===== src/rtl/logu_pkg.sv =====
// rtl/logu_pkg.sv - opcode/state types and helpers shared by the logic unit
package logu_pkg;

  typedef enum logic [2:0] {
    OP_AND  = 3'b000,
    OP_OR   = 3'b001,
    OP_XOR  = 3'b010,
    OP_NOT  = 3'b011,
    OP_SHL  = 3'b100,
    OP_SHR  = 3'b101,
    OP_ROL  = 3'b110,
    OP_PASS = 3'b111
  } opsel_t;

  typedef enum logic [1:0] {
    IDLE  = 2'd0,
    SHIFT = 2'd1,
    DONE  = 2'd2
  } state_t;

  function automatic logic is_shift(opsel_t op);
    return (op == OP_SHL) || (op == OP_SHR) || (op == OP_ROL);
  endfunction

endpackage


===== src/rtl/logu_step.sv =====
// rtl/logu_step.sv - one-bit shift/rotate step (combinational)
module logu_step
  import logu_pkg::*;
#(
  parameter int WIDTH = 8
) (
  input  logic [WIDTH-1:0] data,
  input  opsel_t           op,
  output logic [WIDTH-1:0] next,
  output logic             shift_out
);

  always_comb begin
    next      = data;
    shift_out = 1'b0;
    case (op)
      OP_SHL: begin
        next      = {data[WIDTH-2:0], 1'b0};
        shift_out = data[WIDTH-1];
      end
      OP_SHR: begin
        next      = {1'b0, data[WIDTH-1:1]};
        shift_out = data[0];
      end
      OP_ROL: begin
        next      = {data[WIDTH-2:0], data[WIDTH-1]};
        shift_out = data[WIDTH-1];
      end
      default: begin
        next      = data;
        shift_out = 1'b0;
      end
    endcase
  end

endmodule


===== src/rtl/logic_unit_seq.sv =====
// rtl/logic_unit_seq.sv - sequential N-bit logic/shift unit; LOGU_ZERO_FLAG_EN adds the zero output
module logic_unit_seq
  import logu_pkg::*;
#(
  parameter int WIDTH = 8,
  parameter int SHW   = $clog2(WIDTH)
) (
  input  logic             clk,
  input  logic             rst_n,
  input  logic             in_valid,
  output logic             in_ready,
  input  logic [WIDTH-1:0] a,
  input  logic [WIDTH-1:0] b,
  input  logic [2:0]       opsel,
  input  logic [SHW-1:0]   shamt,
  output logic             out_valid,
  input  logic             out_ready,
  output logic [WIDTH-1:0] out,
`ifdef LOGU_ZERO_FLAG_EN
  output logic             zero,
`endif
  output logic             cout
);

  state_t           state;
  opsel_t           op;
  opsel_t           op_in;
  logic [WIDTH-1:0] work;
  logic [WIDTH-1:0] step_next;
  logic [WIDTH-1:0] logic_res;
  logic             step_bit;
  logic [SHW-1:0]   count;
  logic [SHW-1:0]   shamt_eff;

  assign op_in     = opsel_t'(opsel);
  assign in_ready  = (state == IDLE);
  assign out_valid = (state == DONE);

  // Only reachable for non-power-of-2 WIDTH, where shamt can exceed WIDTH-1.
  assign shamt_eff = ({1'b0, shamt} >= (SHW+1)'(WIDTH)) ? SHW'(WIDTH - 1) : shamt;

  always_comb begin
    logic_res = a;
    case (op_in)
      OP_AND:  logic_res = a & b;
      OP_OR:   logic_res = a | b;
      OP_XOR:  logic_res = a ^ b;
      OP_NOT:  logic_res = ~a;
      default: logic_res = a;
    endcase
  end

  logu_step #(.WIDTH(WIDTH)) u_step (
    .data      (work),
    .op        (op),
    .next      (step_next),
    .shift_out (step_bit)
  );

  always_ff @(posedge clk or negedge rst_n) begin
    if (!rst_n) begin
      state <= IDLE;
      op    <= OP_PASS;
      work  <= '0;
      count <= '0;
      out   <= '0;
      cout  <= 1'b0;
`ifdef LOGU_ZERO_FLAG_EN
      zero  <= 1'b0;
`endif
    end else begin
      case (state)
        IDLE: begin
          if (in_valid) begin
            op <= op_in;
            if (is_shift(op_in) && (shamt_eff != '0)) begin
              work  <= a;
              count <= shamt_eff;
              state <= SHIFT;
            end else begin
              out   <= logic_res;
              cout  <= 1'b0;
`ifdef LOGU_ZERO_FLAG_EN
              zero  <= (logic_res == '0);
`endif
              state <= DONE;
            end
          end
        end
        SHIFT: begin
          work  <= step_next;
          cout  <= step_bit;
          count <= count - SHW'(1);
          if (count == SHW'(1)) begin
            out   <= step_next;
`ifdef LOGU_ZERO_FLAG_EN
            zero  <= (step_next == '0);
`endif
            state <= DONE;
          end
        end
        DONE: begin
          if (out_ready) begin
            state <= IDLE;
          end
        end
        default: state <= IDLE;
      endcase
    end
  end

endmodule


===== config.mk =====
export PLATFORM = sky130hd
export DESIGN_NAME = logic_unit_seq
export DESIGN_NICKNAME = d
export VERILOG_FILES = /design/src/rtl/logu_pkg.sv /design/src/rtl/logu_step.sv /design/src/rtl/logic_unit_seq.sv
export SDC_FILE = /design/constraint.sdc
export NUM_CORES = 1
export LEC_CHECK = 0
export ABC_AREA = 1
export BUFFER_PORTS_ARGS = -buffer_cell sky130_fd_sc_hd__clkbuf_2
export CORE_MARGIN = 10
export CORE_UTILIZATION = 30
export CTS_CLUSTER_DIAMETER = 50
export DETAILED_ROUTE_END_ITERATION = 12
export PLACE_DENSITY = 0.57
export REMOVE_ABC_BUFFERS = 1
export SLEW_MARGIN = 15
export SYNTH_ARGS = -nofsm -noshare
export SYNTH_HDL_FRONTEND = slang
export SYNTH_SLANG_ARGS = --single-unit

===== constraint.sdc =====
create_clock -name clk -period 2.8 [get_ports clk]
set_input_delay 0.14 -clock clk [delete_from_list [all_inputs] [get_ports clk]]
set_output_delay 0.14 -clock clk [all_outputs]
set_load 0.02 [all_outputs]

# Word level (Yosys, flattened, before mapping)
# Cells that the tools add are included.
# classes
add_sub_neg	1
n_eq_ne	17
n_mux	21
bitwise	4
reduce_logical	13
# ops
cell	count
8-bit two-way mux	5
8-bit case mux with 2 select lines	2
8-bit case mux with 4 select lines	1
8-bit case mux with 3 select lines	1
3-bit == test, second input constant	6
3-bit AND reduction	3
8-bit bitwise AND	1
2-bit two-way mux	4
8-bit inverter	1
8-bit bitwise OR	1
8-bit XOR	1
3-bit by 1-bit == test with 1-bit output, second input constant	2
3-bit by 2-bit == test with 1-bit output, second input constant	2
3-bit two-way mux	2
2-bit inequality test, second input constant	3
2-bit case mux with 3 select lines	1
3-bit case mux with 2 select lines	1
2-bit by 1-bit inequality test with 1-bit output, second input constant	2
1-bit case mux with 2 select lines	2
4-bit AND reduction	1
3-bit logical NOT	1
3-bit nonzero test	1
3-bit by 1-bit subtractor with 3-bit output, second input constant	1
2-bit by 1-bit == test with 1-bit output, second input constant	1
other kinds (8)	10
# totals
reg_bits	25
inputBits	26
out_inout_bits	11

# Longest topological paths before layout
# Gate-level depths: netlist (run 1).
# depth
ltp_word	7
depth_mapped	10

# By module
# From an unflattened synthesis (run 1), not the netlist that was laid out.
# unflattened
cells_unflattened	324
hier_area_um2	2255.9
# by_module_without_submodules
mod	instances	cells_per_inst	area_each_um2
logic_unit_seq	1	282	2010.7
logu_step	1	42	245.2

# Worst setup path after synthesis (run 1)
# No wires, ideal clock.
# synth_path
path_kind	flip-flop to flip-flop
start	reg state[0]
end	reg work[1]
arrival_time_ns	1.356
t_required_ns	2.713
path_slack_ns	1.357
path_stages_with_launch	6
path_buffers	0
synth_period_minus_slack_ns	1.443
cell_sequence	dfrtp_1 nor2_1 nand2_1 nor2_4 inv_2 o211ai_1
# synth_between
elab_chain_cells	3
elab_cells_between_ends	7
cone_classes	eq/ne: 3; mux: 1; reduce/logical: 3
# synth_lines
item	line_no	rtl
start: declaration	logic_unit_seq.sv:25	state_t state;
start signal: assignment	logic_unit_seq.sv:62	state <= IDLE;
start signal: assignment	logic_unit_seq.sv:79	state <= SHIFT;
start signal: assignment	logic_unit_seq.sv:86	state <= DONE;
2-bit logical NOT *	n/a	
via in_ready	logic_unit_seq.sv:11	output logic in_ready,
2-bit by 1-bit inequality test with 1-bit output (no source line), or another cell as far along	n/a	
3-bit AND reduction (no source line)	n/a	
end signal: assignment	logic_unit_seq.sv:91	work <= step_next;
end: declaration	logic_unit_seq.sv:28	logic [WIDTH-1:0] work;
# The timed path passes the listed nets; every way through them passes the cells marked *.
# A chain may end at the register's enable or synchronous reset.

# Worst setup path after layout (run 1)
# layout_path
start	reg state[1]
end	reg count[2]
# layout_between
elab_chain_cells	3
elab_cells_between_ends	7
cone_classes	eq/ne: 3; mux: 1; reduce/logical: 3
# layout_lines
item	line_no	rtl
2-bit logical NOT / 2-bit by 1-bit == test with 1-bit output (equally long branches)	logic_unit_seq.sv:72	case (state)
2-bit by 1-bit inequality test with 1-bit output (no source line), or another cell as far along	n/a	
3-bit AND reduction (no source line)	n/a	
end signal: assignment	logic_unit_seq.sv:78	count <= shamt_eff;
end signal: assignment	logic_unit_seq.sv:93	count <= count - SHW'(1);
end: declaration	logic_unit_seq.sv:32	logic [SHW-1:0] count;
# Parallel ways exist; a longest one is shown, timed or not.

==> flow_summary.json, run 1 <==
{
  "io_pins": 37,
  "endpoint_kind": "flop",
  "dr_total_vias": 2004,
  "reg2reg_to": "count[2]",
  "viasPerCell": 4.89,
  "num-fill-cells": 735,
  "syn_avg_cell_area_um2": 6.96,
  "htreeDepth": 1,
  "drtIter0Drc": 149,
  "routabilityCongestion": 0.842,
  "multi_input_area_um2": 1230,
  "finalSetupViolCount": 0,
  "run_status": "completed",
  "first_global_vias": 1918,
  "cp_max_fo": 19,
  "ys_ff_latch": 25,
  "final_cell_mix": "nand2_1, inv_1, clkbuf_2, nand3_1, nor2_1",
  "yosysUniqueCellTypes": 29,
  "die-area_um2": 10600,
  "r2r_slack_ns": 1.12,
  "final_common_cell": "nand2_1",
  "antenna_found_initial": 0,
  "cts_root_buf": "clkbuf_8",
  "power_density_nw_per_um2": 810,
  "clk_latency_ns": 0.27,
  "clk_pin_slew_ns": 0.09,
  "clockBufferDepth": 2,
  "worst_pin_slew_ns": 0.653,
  "place_hpwl_mm": 4.18,
  "yosys_warnings": 0,
  "finish.utilization_pct": 34.9,
  "grt_use_total_pct": 10.8,
  "syn_to_final_growth_pct": 13.7,
  "fin_nets": 375,
  "cp-start-kind": "flop",
  "skew_ns": 0.00944,
  "rsz0062_at_grt": "false",
  "critPathKind": "reg -> reg",
  "drc": 0,
  "hp-class": "in -> reg",
  "routed_wl_mm": 5.49,
  "min_from": "out_ready",
  "wl_per_cell_um": 13.4,
  "die_w_um": 103,
  "grt-ovfl-total": 0,
  "start_util_pct": 30.7,
  "synth_seq_area_share_pct": 30.3,
  "final_max_slew_viol_count": 0,
  "synth_cells": 298,
  "hold_viol": 0,
  "min_to": "state[1]",
  "die_y_um": 103,
  "r2r-start": "state[1]",
  "cts_buffers": 3,
  "fmax_mhz": 596,
  "antennaDiodeCount": 0,
  "drive_gt1_share_pct": 17.0,
  "relSlewSlack_pct": 56.5,
  "worst_r2r_path_depth": 6,
  "grt_max_degree": 30,
  "ff_latch_area_um2": 629,
  "fp-row-count": 30,
  "period_needed_ns": 1.68,
  "finalSetupTns_ns": 0,
  "antenna_left": 0,
  "arrival_ns": 1.84,
  "worstPathRequired_ns": 2.96,
  "clock-sinks": 25,
  "drt_first_pass_iters": 4,
  "p_leak_nw": 1.27,
  "syn_area_um2": 2070,
  "hold_path_depth": 2,
  "vdd_drop_max_mv": 0.228,
  "core_um2": 6760,
  "finalCritPeriodShare_pct": 59.9,
  "cts_tree": "built",
  "portBuffers": 36,
  "cts_resized": 0,
  "cap_violations": 0,
  "grt_pass1_wl_mm": 9.39
}
[worst max-delay path, cell delays in order (launching register included)]
cell and delay [ns]:
dfrtp_1 0.41, inv_1 0.10, nand2_2 0.25, inv_1 0.45
nand2_1 0.13, o22ai_1 0.14, a2bb2oi_1 0.08
[how the worst max path moves through the flow]
stage,start,end,cells past startpoint
global route,state[1],count[2],6
detailed placement,state[1],count[2],6
finish,state[1],count[2],6
floorplan,state[0],work[1],5
global placement,state[1],count[2],6
CTS,state[1],count[2],6
[metrics by stage]
stage	hold WS [ns]	setup slack, ns	cell area [um2]	total power, mW	cells
after floorplan	-0.156	1.36	2020	1.39	289
after global placement	0.200	1.15	2300	1.69	405
after detailed placement	0.199	1.11	2300	1.70	405
after CTS	0.0284	1.10	2360	1.93	410
after global routing	0.0251	0.921	2360	2.12	410
final	0.0308	1.12	2360	1.91	410
[synth_stat cells]
| library cell | instances | share of area (%) |
|---|---|---|
| nand2_4 | 2 | 1.1 |
| inv_1 | 38 | 6.9 |
| nand2_2 | 3 | 0.90 |
| a21oi_4 | 2 | 1.6 |
| dfstp_2 | 3 | 3.8 |
| inv_4 | 1 | 0.30 |
| or2_2 | 1 | 0.30 |
| buf_6 | 1 | 0.54 |
| inv_2 | 2 | 0.36 |
| a2bb2oi_1 | 1 | 0.42 |
| nor2_1 | 25 | 4.5 |
| nand3b_1 | 5 | 1.8 |
| o211ai_1 | 7 | 2.5 |
| ha_1 | 18 | 11 |
| buf_4 | 1 | 0.36 |
| nand4_1 | 15 | 4.5 |
| nand3_1 | 30 | 7.2 |
| nand2_1 | 79 | 14 |
| clkinv_1 | 2 | 0.36 |
| o21ai_0 | 24 | 5.8 |
| dfrtp_1 | 22 | 27 |
| a21oi_1 | 4 | 0.97 |
| buf_2 | 6 | 1.4 |
| o22ai_1 | 1 | 0.30 |
| a22oi_1 | 1 | 0.36 |
| o31ai_1 | 1 | 0.36 |
| nand3_4 | 1 | 0.84 |
| clkbuf_1 | 1 | 0.18 |
| nor2_4 | 1 | 0.54 |
[logic make-up (layout without fill, tap and decap cells)]
group,after synthesis,in the layout,share of synthesized area [%]
simple gates,162,162,36.1
fa+ha+maj,18,18,10.9
flops,25,25,30.3
buf+inv,52,84,10.4
compound gates,41,41,12.3
[flip-flops by register name, indices dropped and copies added, names as in the netlist]
| name | flops |
|---|---|
| work | 8 |
| cout | 1 |
| out | 8 |
| state | 2 |
| count | 3 |
| op | 3 |
[where the power goes]
part | switching, mW | internal (mW)
combinational | 0.655 | 0.338
sequential | 0.151 | 0.551
clock | 0.118 | 0.0996
[metal layers]
layer  global-route usage, %  part of all wire [%]  up-vias
li1                        -                     -     1043
met1                    15.9                    51      901
met2                    15.9                    43       56
met3                    1.34                   4.7        4
met4                    3.21                   1.0        0
met5                       0                     0        -
[cell type report]
cell class,instances,area share [%]
flip-flops and latches,25,26.7
well taps,80,4.24
clock inverters,1,0.212
clock buffers,3,1.75
repair buffers,37,8.06
multi-input cells,221,52.1
inverters,43,6.95
[what timing repair did]
action                    CTS  global route
hold buffers                1             0
hold endpoints to repair   22             0
setup buffers               0             0
Power figures use the tool's default switching activity.
==> run 2, diff against run 1 <==
- ABC_AREA: 1 -> 0
- PLACE_DENSITY: 0.57 -> 0.59
- clock period: 2.8 -> 1.5 ns (I/O delays scaled with it)
==> flow_summary.json, run 2 <==
{
  "grt-ovfl-total": 0,
  "final_common_cell": "clkbuf_2",
  "cts_root_buf": "clkbuf_8",
  "cap_violations": 0,
  "num-fill-cells": 666,
  "grt_pass1_wl_mm": 9.56,
  "portBuffers": 36,
  "cp-start-kind": "flop",
  "fin_nets": 324,
  "final_cell_mix": "clkbuf_2, inv_1, dfrtp_1, buf_4, ha_1",
  "multi_input_area_um2": 1230,
  "synthArstFlopShare_pct": 100,
  "pwr-share-clk_pct": 10.0,
  "synth_top_cell_by_area": "dfrtp_1",
  "core_um2": 6310,
  "synth.area.top_cells": "dfrtp_1, ha_1, inv_1",
  "cp_max_fo": 3,
  "die_w_um": 101,
  "syn_area_um2": 1950,
  "finalSetupViolCount": 5,
  "grt_max_degree": 26,
  "synth_cells": 220,
  "grt_use_total_pct": 11.4,
  "dpl_worst_slack_ns": -0.0707,
  "seqPwrFrac_pct": 32.5,
  "p_leak_nw": 1.23,
  "clockBufferDepth": 2,
  "cp_slowest_cell": "or3b_4",
  "htreeDepth": 1,
  "cts_buffers": 3,
  "instances_no_fill": 356,
  "period_needed_ns": 1.53,
  "routed_wl_mm": 5.53,
  "yosys_warnings": 0,
  "antenna_left": 0,
  "rsz0062_at_grt": "true",
  "yosysUniqueCellTypes": 48,
  "synth_seq_area_share_pct": 32.3,
  "syn_avg_cell_area_um2": 8.86,
  "cts_tree": "built",
  "io_pins": 37,
  "post-synth-top-count-cell": "inv_1",
  "internal_power_mw": 2.32,
  "drc": 0,
  "endpoint_kind": "flop",
  "min_from": "out_ready",
  "critPathKind": "reg -> reg",
  "ff_latch_area_um2": 629,
  "first_global_vias": 1935,
  "place_area_um2": 2360,
  "holdWs_ns": 0.00733,
  "pwr-share-comb_pct": 57.5,
  "r2r_slack_ns": -0.03,
  "antenna_found_initial": 0,
  "reg2reg_to": "out[7]",
  "vdd_drop_max_mv": 0.597,
  "cp_slowest_stage_delay_ns": 0.42,
  "worstPathCellList": "or3b_4, a21oi_4, or2_4, mux2_4",
  "synth_top_family_by_area": "compound AO/OA/AOI/OAI gates",
  "min_to": "state[1]",
  "final_cell_area_um2": 2530,
  "skew_ns": 0.00370,
  "die_y_um": 101,
  "finalCritPeriodShare_pct": 102,
  "fp-row-count": 29,
  "drt_first_pass_iters": 4,
  "ys_ff_latch": 25,
  "antennaDiodeCount": 0,
  "dp.cells": 349,
  "setup_slack_ns": -0.0290,
  "violations": "setup timing",
  "start_util_pct": 30.9,
  "routed.top_layer": "met4",
  "clock-sinks": 25,
  "cp.depth": 4,
  "run_status": "finished with violations",
  "relSlewSlack_pct": 56.5,
  "worstPathRequired_ns": 1.66,
  "wl_met1_mm": 2.36,
  "switching_share_pct": 41.8,
  "die-area_um2": 10100,
  "worst_r2r_path_depth": 4,
  "wl_met2_mm": 2.89,
  "viasPerCell": 5.11,
  "synth_edf_count": 0,
  "synth_adder_area_share_pct": 11.6,
  "net-switching-power_mw": 1.67,
  "synthXorXnorAreaFrac_pct": 0,
  "finalSetupTns_ns": -0.0610,
  "synth_compound_gate_area_share_pct": 23.1,
  "hp-class": "in -> reg",
  "worst_path_dominant_cell_family": "simple AND/OR/NAND/NOR gates",
  "synthMuxAreaShare_pct": 7.71,
  "hold_path_depth": 2,
  "power_density_nw_per_um2": 1570,
  "place_hpwl_mm": 4.38,
  "r2r-start": "state[1]",
  "reg_top3": "out (8), work (8)",
  "clk_pin_slew_ns": 0.09,
  "dr_total_vias": 1819,
  "routabilityCongestion": 0.816,
  "final_max_slew_viol_count": 0,
  "synthFlopType": "dfrtp_1",
  "wl_met3_um": 169,
  "synth_top_area_share_pct": 28.3,
  "drive_gt1_share_pct": 39.4,
  "wl_per_cell_um": 15.5,
  "yosys-top-cells-count": "inv_1, dfrtp_1, ha_1, nand2_1, o21ai_0",
  "drtIter0Drc": 84,
  "arrival_ns": 1.69,
  "yosys.area_share.simple_pct": 17.1,
  "clk_latency_ns": 0.27,
  "syn_to_final_growth_pct": 29.9,
  "worst_pin_slew_ns": 0.653,
  "hold_viol": 0,
  "worst-path-buf-inv": 0,
  "fmax_mhz": 654
}
## run 2: cell count changes in the layout (fill, tap and decap cells not counted), sizes merged, moves of 5 or more
cell / before / now
and2: 0 / 5
a21o: 0 / 6
nand3: 31 / 5
nor3: 0 / 7
o21ai: 24 / 16
nor2: 26 / 13
mux2: 0 / 7
nand4: 15 / 0
nand2: 84 / 18
buf: 0 / 29
a31oi: 0 / 7
inv: 41 / 24
## run 2: routing by layer
| metal | vias to the layer above | GRT usage, % |
|---|---|---|
| met2 | 43 | 19.9 |
| met5 | - | 0 |
| met3 | 9 | 1.17 |
| li1 | 896 | - |
| met1 | 871 | 13.9 |
| met4 | 0 | 4.57 |
## run 2: cell type report
| cell class | count | share of cell area, % |
|---|---|---|
| multi-input cells | 160 | 48.8 |
| well taps | 77 | 3.81 |
| inverters | 24 | 3.56 |
| clock buffers | 3 | 1.63 |
| flip-flops and latches | 25 | 24.9 |
| repair buffers | 66 | 17.2 |
| clock inverters | 1 | 0.198 |
## run 2: what timing repair did
action                                  4_1_cts  5_1_grt
hold buffers                                  1        0
pin swaps                                     7        4
endpoints found under the setup margin       19       19
cloned                                        1        0
endpoints found under the hold margin        22        0
gates resized for setup                      11       21
buffers inserted                              1        0
## run 2: through the flow
| step | power [mW] | util, % |
|---|---|---|
| floorplan | 2.49 | - |
| global placement | 3.31 | 37.5 |
| detailed placement | 3.35 | 37.5 |
| CTS | 3.87 | 39.1 |
| global route | 4.30 | 40.1 |
| finish | 3.98 | 40.1 |
## run 2: worst max path at each step
stage,from,end,slack (ns)
2_1_floorplan,state[1],out[7],-0.24
3_3_place_gp,a[1],out[1],-0.04
3_5_place_dp,a[1],out[1],-0.07
4_1_cts,state[0],out[7],-0.03
5_1_grt,state[0],out[7],-0.08
6_report,state[1],out[7],-0.03
## run 2: cell families (layout without fill, tap and decap cells)
kind of cell	after synthesis	count (layout)
fa+ha+maj	18	18
compound gates	66	66
mux	10	10
flops	25	25
simple gates	65	66
buf+inv	36	94
## run 2: power by group through the flow
stage / combinational (mW) / sequential, mW / clock [mW]
after global routing: 2.53 / 1.33 / 0.437
after detailed placement: 2.07 / 1.28 / 0
final: 2.29 / 1.29 / 0.400
after global placement: 2.04 / 1.26 / 0
after floorplan: 1.08 / 1.40 / 0
after CTS: 2.18 / 1.28 / 0.409
==> run 3, diff against run 2 <==
- MAX_ROUTING_LAYER: unset -> met4
- SETUP_SLACK_MARGIN: unset -> 0.05
==> flow_summary.json, run 3 (synthesis gave the netlist of run 2 again) <==
{
  "syn_to_final_growth_pct": 31.7,
  "viasPerCell": 5.11,
  "drc": 0,
  "first_global_vias": 2001,
  "cp-start-kind": "flop",
  "min_to": "state[1]",
  "cts_tree": "built",
  "routed_wl_mm": 5.68,
  "p_leak_nw": 1.25,
  "setup_slack_ns": -0.0187,
  "antennaDiodeCount": 0,
  "instances_no_fill": 361,
  "fin_nets": 329,
  "ff_latch_area_um2": 629,
  "worst_pin_slew_ns": 0.652,
  "clk_pin_slew_ns": 0.09,
  "core_um2": 6310,
  "drive_gt1_share_pct": 39.8,
  "vdd_drop_max_mv": 0.601,
  "cap_violations": 0,
  "final_cell_mix": "clkbuf_2, buf_4, inv_1, dfrtp_1",
  "finalCritPeriodShare_pct": 101,
  "rsz0062_at_grt": "true",
  "run_status": "finished with violations",
  "reg2reg_to": "out[7]",
  "cts_buffers": 3,
  "die_y_um": 101,
  "wl_per_cell_um": 15.7,
  "final_common_cell": "clkbuf_2",
  "reg_top3": "out (8), work (8)",
  "clock-sinks": 25,
  "clk_latency_ns": 0.27,
  "cp_max_fo": 3,
  "die_w_um": 101,
  "fmax_mhz": 658,
  "final_max_slew_viol_count": 0,
  "critPathKind": "reg -> reg",
  "hp-class": "in -> reg",
  "final_cell_area_um2": 2560,
  "htreeDepth": 1,
  "grt_use_total_pct": 12.1,
  "hold_viol": 0,
  "routabilityCongestion": 0.828,
  "die-area_um2": 10100,
  "violations": "setup timing",
  "relSlewSlack_pct": 56.5,
  "antenna_found_initial": 0,
  "place_hpwl_mm": 4.38,
  "drt_first_pass_iters": 4,
  "worst_r2r_path_depth": 4,
  "finish.utilization_pct": 40.6,
  "finalSetupViolCount": 3,
  "antenna_left": 0,
  "multi_input_area_um2": 1230,
  "drtIter0Drc": 93,
  "dp.cells": 349,
  "io_pins": 37,
  "skew_ns": 0.00481,
  "p_total_mw": 4.08,
  "fp-row-count": 29,
  "grt-ovfl-total": 0,
  "endpoint_kind": "flop",
  "place_area_um2": 2360,
  "num-fill-cells": 665,
  "arrival_ns": 1.68,
  "r2r_slack_ns": -0.02,
  "dpl_worst_slack_ns": -0.0707,
  "dr_total_vias": 1846,
  "period_needed_ns": 1.52,
  "hold_path_depth": 2,
  "r2r-start": "state[0]",
  "portBuffers": 36,
  "grt_pass1_wl_mm": 9.86,
  "cts_root_buf": "clkbuf_8",
  "worstPathRequired_ns": 1.66,
  "start_util_pct": 30.9,
  "min_from": "out_ready",
  "grt_max_degree": 26,
  "clockBufferDepth": 2,
  "power_density_nw_per_um2": 1590
}
-- run 3: changes by cell type in the layout (fill, tap and decap cells not counted), moves of 2 or more --
cell / delta
a21oi_1: -2
buf_4: +3
o21ai_0: +2
a21oi_2: +2
-- run 3: worst max-delay path: stages (launching register included) --
cell	delay [ns]
dfrtp_1	0.39
or3b_4	0.42
a21oi_4	0.16
or2_4	0.16
mux2_4	0.29
-- run 3: cell type report --
type | count | area share [%]
Timing Repair Buffer | 71 | 18.4
Multi-Input combinational cell | 160 | 48.0
Sequential cell | 25 | 24.5
Inverter | 24 | 3.51
Clock buffer | 3 | 1.61
Clock inverter | 1 | 0.195
Tap cell | 77 | 3.76
-- run 3: worst max-delay path by stage --
stage,from,to,cells past startpoint
after floorplan,state[1],out[7],4
after global placement,a[1],out[1],6
after detailed placement,a[1],out[1],6
after CTS,state[0],out[7],4
after global routing,state[1],out[1],6
final,state[0],out[7],4
-- run 3: power by group --
part	total [mW]	leakage, nW	switching, mW	internal (mW)
Sequential	1.29	0.295	0.271	1.02
Combinational	2.38	0.929	1.20	1.18
Clock	0.404	0.0255	0.218	0.186
Total	4.08	1.25	1.69	2.38
-- run 3: timing repair --
action,in CTS,in global routing
resized for setup,22,8
setup buffers,4,1
endpoints found under the hold margin,22,0
hold buffers,1,0
gates cloned,2,0
setup endpoints to repair,19,22
pin swaps,12,9
-- run 3: routing by layer --
metal / wire length, um / vias to the layer above / GRT usage, %
met5: 0 / - / -
li1: - / 907 / -
met4: 104 / 0 / 4.46
met2: 3020 / 41 / 20.9
met3: 96 / 8 / 0.892
met1: 2460 / 890 / 14.4
-- run 3: stage by stage --
stage,hold slack [ns],setup TNS [ns]
3_5_place_dp,0.129,-0.624
5_1_grt,0.00537,-0.632
6_report,0.00710,-0.0238
3_3_place_gp,0.129,-0.345
4_1_cts,0.00287,-0.0333
2_1_floorplan,-0.221,-0.757
